File: src/rtl/instr_issue.sv
`default_nettype none
// instr_issue: fetch/issue stage of the 2-stage 4-bit CPU.
// Holds PC and IR, resolves 111x jumps with one shadow cycle, and injects bubbles for stall and halt.
module instr_issue #(
  parameter int ADDR_W   = 4,
  parameter int RESET_PC = 0
) (
  input  logic              clock,
  input  logic              reset,
  input  logic              run,
  input  logic              zero_flag,
  output logic [ADDR_W-1:0] rom_addr,
  input  logic [7:0]        rom_data,
  output logic [7:0]        D_BUS,
  output logic              issue_valid,
  output logic [ADDR_W-1:0] ir_addr,
  output logic              flush,
  output logic              halted
);

  typedef enum logic {
    PH_NORMAL = 1'b0,
    PH_SHADOW = 1'b1
  } phase_t;

  localparam logic [ADDR_W-1:0] PC_INIT = ADDR_W'(RESET_PC);

  logic [ADDR_W-1:0] pc_q, pc_d;
  logic [ADDR_W-1:0] ir_addr_q, ir_addr_d;
  logic [7:0]        ir_q, ir_d;
  logic              valid_q, valid_d;
  logic              halted_q, halted_d;
  phase_t            phase_q, phase_d;

  logic              jump_issue;
  logic              jump_taken;
  logic [ADDR_W-1:0] jump_target;

  always_ff @(posedge clock or negedge reset) begin
    if (!reset) begin
      pc_q      <= PC_INIT;
      ir_addr_q <= '0;
      ir_q      <= 8'h00;
      valid_q   <= 1'b0;
      halted_q  <= 1'b0;
      phase_q   <= PH_NORMAL;
    end else begin
      pc_q      <= pc_d;
      ir_addr_q <= ir_addr_d;
      ir_q      <= ir_d;
      valid_q   <= valid_d;
      halted_q  <= halted_d;
      phase_q   <= phase_d;
    end
  end

  // IR[4] distinguishes JZ (1) from JMP (0); JMP is unconditional.
  assign jump_issue  = (phase_q == PH_NORMAL) && valid_q && (ir_q[7:5] == 3'b111);
  assign jump_taken  = !ir_q[4] || zero_flag;
  assign jump_target = ADDR_W'(ir_q[3:0]);

  always_comb begin
    pc_d      = pc_q;
    ir_addr_d = ir_addr_q;
    ir_d      = 8'h00;
    valid_d   = 1'b0;
    halted_d  = halted_q;
    phase_d   = phase_q;

    if (halted_q) begin
      // Frozen: bubbles forever, pc and phase untouched until reset.
    end else if (jump_issue) begin
      phase_d = PH_SHADOW;
      if (jump_taken) begin
        pc_d = jump_target;
      end
      if (!ir_q[4] && (jump_target == ir_addr_q)) begin
        halted_d = 1'b1;
      end
    end else begin
      phase_d = PH_NORMAL;
      if (run) begin
        ir_d      = rom_data;
        ir_addr_d = pc_q;
        valid_d   = 1'b1;
        pc_d      = pc_q + ADDR_W'(1);
      end
    end
  end

  assign rom_addr    = pc_q;
  assign D_BUS       = ir_q;
  assign issue_valid = valid_q;
  assign ir_addr     = ir_addr_q;
  assign flush       = (phase_q == PH_SHADOW);
  assign halted      = halted_q;

endmodule
`default_nettype wire

File: config.mk
export PLATFORM = sky130hd
export DESIGN_NAME = instr_issue
export DESIGN_NICKNAME = d
export VERILOG_FILES = /design/src/rtl/instr_issue.sv
export SDC_FILE = /design/constraint.sdc
export NUM_CORES = 1
export LEC_CHECK = 0
export CELL_PAD_IN_SITES_DETAIL_PLACEMENT = 0
export CELL_PAD_IN_SITES_GLOBAL_PLACEMENT = 1
export CORE_UTILIZATION = 33
export CTS_CLUSTER_SIZE = 16
export DETAILED_ROUTE_END_ITERATION = 6
export PLACE_DENSITY_LB_ADDON = 0.1
export SYNTH_ARGS = -nofsm -noshare
export SYNTH_HDL_FRONTEND = slang
export SYNTH_SLANG_ARGS = --single-unit
File: constraint.sdc
create_clock -name clock -period 1.73 [get_ports clock]
set_input_delay 0.2595 -clock clock [delete_from_list [all_inputs] [get_ports clock]]
set_output_delay 0.2595 -clock clock [all_outputs]
set_load 0.05 [all_outputs]
# Yosys cells after proc, flatten, opt, wreduce, memory -nomap -nowiden
# Cells that the tools add are included.
# word_totals
register_bits	19
wordCells	34
# op_classes
n_addsub	1
eq_ne	3
mux	13
n_bitwise	3
n_reduce_logical	8
# op_table
cell	n
8-bit two-way mux	3
4-bit two-way mux	3
1-bit two-way mux	7
3-bit AND reduction	2
4-bit by 1-bit adder with 4-bit output (second input constant)	1
4-bit == test	1
3-bit == test (second input constant)	1
1-bit logical AND	3
1-bit inverter	3
2-bit by 1-bit != test with 1-bit output (second input constant)	1
2-bit nonzero test	1
1-bit logical NOT	1
1-bit logical OR	1

# Depth between registers and ports, before layout
# depth
depth_word	5
mapped_depth	5

# Least setup slack after synthesis
# OpenSTA, ideal clock, no wires.
# synth_timing
path_kind	reg-to-reg
start	register ir_q[5], in the netlist D_BUS[5]
end	register ir_addr_q[2], in the netlist ir_addr[2]
arrival_time_ns	1.554
setup_slack_ns	0.051
stages_incl_launch_ff	6
synth_period_minus_slack_ns	1.679
cell_sequence	dfrtp_1 -> nand2_1 -> o21ai_2 -> nor2_2 -> buf_6 -> mux2_4
# synth_between
elab_chain_cells	4
# synth_lines
element	line_no	rtl
from (decl)	30	logic [7:0] ir_q, ir_d;
from (signal assigned)	50	ir_q <= ir_d;
3-bit == test	58	assign jump_issue = (phase_q == PH_NORMAL) && valid_q && (ir_q[7:5] == 3'b111);
1-bit logical AND	58	
1-bit inverter (no source line)	-	
3-bit AND reduction (no source line)	-	
to (signal assigned)	49	ir_addr_q <= ir_addr_d;
to (decl)	29	logic [ADDR_W-1:0] ir_addr_q, ir_addr_d;
# Every way passes these cells.
# A chain may end at the register's enable or synchronous reset.

# Worst setup path after layout
# layout_timing
start	register ir_q[6], in the netlist D_BUS[6]
end	register ir_addr_q[1], in the netlist ir_addr[1]
# Same word-level chain as after synthesis.

==> impl_metrics.tcl <==
set metrics [dict create \
    setup_tns_ns 0 \
    cp_cell_sequence "nand2_1 > o21ai_2 > nor2_2 > buf_4 > mux2_2" \
    grt_pass1_vias 639 \
    vias 666 \
    worstPathMaxFanout 6 \
    min_period_over_period_pct 81.2 \
    synth_seq_cells 19 \
    path_delay_family "flip-flops" \
    slowest_stage "dfrtp_1" \
    syn_nets 81 \
    holdBufCountCts 0 \
    p_int_mw 0.901 \
    grt_usage_pct 15.8 \
    multi_input_area_um2 367 \
    die-area_um2 2800 \
    netlist_area_um2 857 \
    dpl.cell_count 132 \
    slew_headroom_pct 81.8 \
    ioPinCount 31 \
    antenna_cells 0 \
    switchingPower_mw 0.712 \
    fmaxAchievable_ghz 0.712 \
    nets 120 \
    p_leak_nw 0.571 \
    ys_seq_area_share_pct 55.5 \
    clk_latency_ns 0.30 \
    finClkSkew_ns 0.00909 \
    syn_inst 68 \
    slew_violations 0 \
    r2r_start "D_BUS[6]$_DFF_PN0_" \
    finalWeightedCongestion 0.772 \
    start_util_pct 34.9 \
    reg2reg_slack_ns 0.33 \
    final_hold_viol_count 0 \
    critical_path_required_ns 1.92 \
    rows 18 \
    yosys_warnings 0 \
    max-cap-violations 0 \
    cts_resized 0 \
    arrival_ns 1.60 \
    worstPathBufferInverterCount 1 \
    post_cts_buffers 0 \
    avgSynthCellArea_um2 12.6 \
    root_buffer "clkbuf_4" \
    cellPowerDensity_nw_per_um2 1340 \
    dieWidth_um 53.0 \
    drt_pre_antenna_iters 4 \
    numCtsBuffers 3 \
    dp_hpwl_um 1390 \
    rr_worst_depth 5 \
    fin_area_um2 1200 \
    p_seq_share_pct 40.1 \
    tightestPinTransition_ns 0.273 \
    layout-drive-gt1-share_pct 34.9 \
    whs_ns 0.284 \
    path_depth 5 \
    cts_buffer_depth 2 \
    drt-total-wl_um 1930 \
    via_per_inst 4.90 \
    numPortBuffers 30 \
    fillers 245 \
    share_comb_of_total_power_pct 45.7 \
    peakVddDrop_v 0.000958 \
    drtIter0Drc 14 \
    layout.cells.non_filler 136 \
    timing.rr.end "ir_addr[1]$_DFFE_PN0P_" \
    grt_pass1_wl_um 3060 \
    clkTransAtPathRegs_ns 0.11 \
    ant_nets 0 \
    cts_tree "done" \
    min_path_type "in2async" \
    antenna_found_initial 0 \
    setup.worst_path.start_class "register" \
    regArea_um2 475 \
    grt_setup_unrepaired "no" \
    grt-ovfl-total 0 \
    grt_max_degree 20 \
    finalSetupViolations 0 \
    end_kind "register" \
    area_growth_syn_to_layout_pct 40.0 \
    cts_sinks 19 \
    synth_cell_type_count 31 \
    coreArea_um2 2450 \
    wl_per_cell_um 14.2 \
    crit_type "reg2reg" \
    drc 0 \
    status "finished, final reports clean" \
    htree_num_levels 1 \
    place_area_um2 1170 \
    slowest_delay_ns 0.43 \
    min_period_ns 1.40 \
    p_sw_share_pct 44.1 \
    pwr-share-clk_pct 14.1 \
    die_h_um 53.0 \
]
-- placed cells by master, fill, tap and decap left out, types with 2 or more instances in the layout --
cell	Yosys	routed
nand3_1	2	2
o21ai_0	3	3
nand2_1	3	3
mux2_2	3	3
dfrtp_1	19	19
xor2_1	4	4
clkdlybuf4s50_1	0	11
and2_1	8	8
clkbuf_4	0	3
a2bb2oi_1	2	2
nor2_1	2	2
buf_4	0	24
-- worst max-delay path by stage --
stage	endpoint	slack, ns	start
2_1_floorplan	ir_addr[2]$_DFFE_PN0P_	0.05	D_BUS[5]$_DFF_PN0_
3_3_place_gp	rom_addr[2]$_DFFE_PN0P_	0.08	zero_flag
3_5_place_dp	rom_addr[2]$_DFFE_PN0P_	0.05	zero_flag
4_1_cts	ir_addr[1]$_DFFE_PN0P_	0.30	D_BUS[6]$_DFF_PN0_
5_1_grt	rom_addr[0]$_DFFE_PN0P_	0.20	flush$_DFFE_PN0N_
6_report	ir_addr[1]$_DFFE_PN0P_	0.33	D_BUS[6]$_DFF_PN0_
-- final cells by class --
class	instances	area share (%)
multi-input combinational	47	30.6
tap	30	3.13
inverter	1	0.313
sequential	19	39.6
timing repair buffer	35	24.2
clock buffer	4	2.19
-- per-layer routing --
| metal | track usage, % | routed length [um] | share of wire [%] | vias up |
|---|---|---|---|---|
| met3 | 3.45 | 102 | 5.3 | 2 |
| li1 | - | - | - | 324 |
| met5 | 0 | 0 | 0 | - |
| met1 | 21.7 | 923 | 48 | 317 |
| met4 | 7.89 | 14 | 0.73 | 0 |
| met2 | 23.0 | 885 | 46 | 23 |
-- cells by family (layout without fill, tap and decap cells) --
group                    after synthesis  count (layout)  synth area share (%)
AO/OA/AOI/OAI                         15              15                  13.7
XOR/XNOR                               4               4                  4.09
adder cells (fa/ha/maj)                1               1                  1.46
buffers and inverters                  2              40                  1.75
flip-flops                            19              19                  55.5
multiplexers                           5               5                  6.86
AND/OR/NAND/NOR                       22              22                  16.6
-- sequential cells by signal, indices dropped and copies added, names as in the netlist --
signal and count:
rom_addr 4, ir_addr 4, issue_valid 1, D_BUS 8, halted 1, flush 1
-- cell usage after synthesis --
master	n	area share, %
mux2i_1	1	1.2
and2_1	8	5.8
and2b_2	1	1.0
and3b_1	1	1.0
buf_6	1	1.3
mux2_2	3	3.9
mux2_4	1	1.8
o211ai_1	1	0.88
nand3_1	2	1.2
o22a_1	1	1.0
a31o_2	1	1.0
nand3b_4	1	2.3
a31oi_1	1	0.73
nor3_1	1	0.58
nand2_1	3	1.3
o21a_1	1	0.88
ha_1	1	1.5
a2bb2oi_1	2	2.0
and4_1	1	1.0
xor2_1	4	4.1
a22oi_1	1	0.88
nor4_1	1	0.73
a21boi_1	1	0.88
a41oi_2	1	1.9
dfrtp_1	19	55
nor2_2	1	0.73
o21ai_2	1	1.0
inv_1	1	0.44
nor2_1	2	0.88
o22ai_1	1	0.73
o21ai_0	3	1.8
-- power by group through the flow --
stage / registers [mW] / clock network [mW] / logic (mW)
after floorplan: 0.961 / 0 / 0.186
after global placement: 0.655 / 0 / 0.738
after detailed placement: 0.654 / 0 / 0.742
after CTS: 0.647 / 0.240 / 0.747
after global routing: 0.661 / 0.259 / 0.785
final: 0.647 / 0.228 / 0.738
-- stage by stage --
step	util [%]	worst slack (ns)	total power, mW
global placement	47.8	0.0803	1.39
detailed placement	47.8	0.0506	1.40
CTS	48.9	0.304	1.63
finish	48.9	0.325	1.61
global route	48.9	0.201	1.71
floorplan	-	0.0511	1.15
Note: power is estimated with default switching activity, not from simulation.
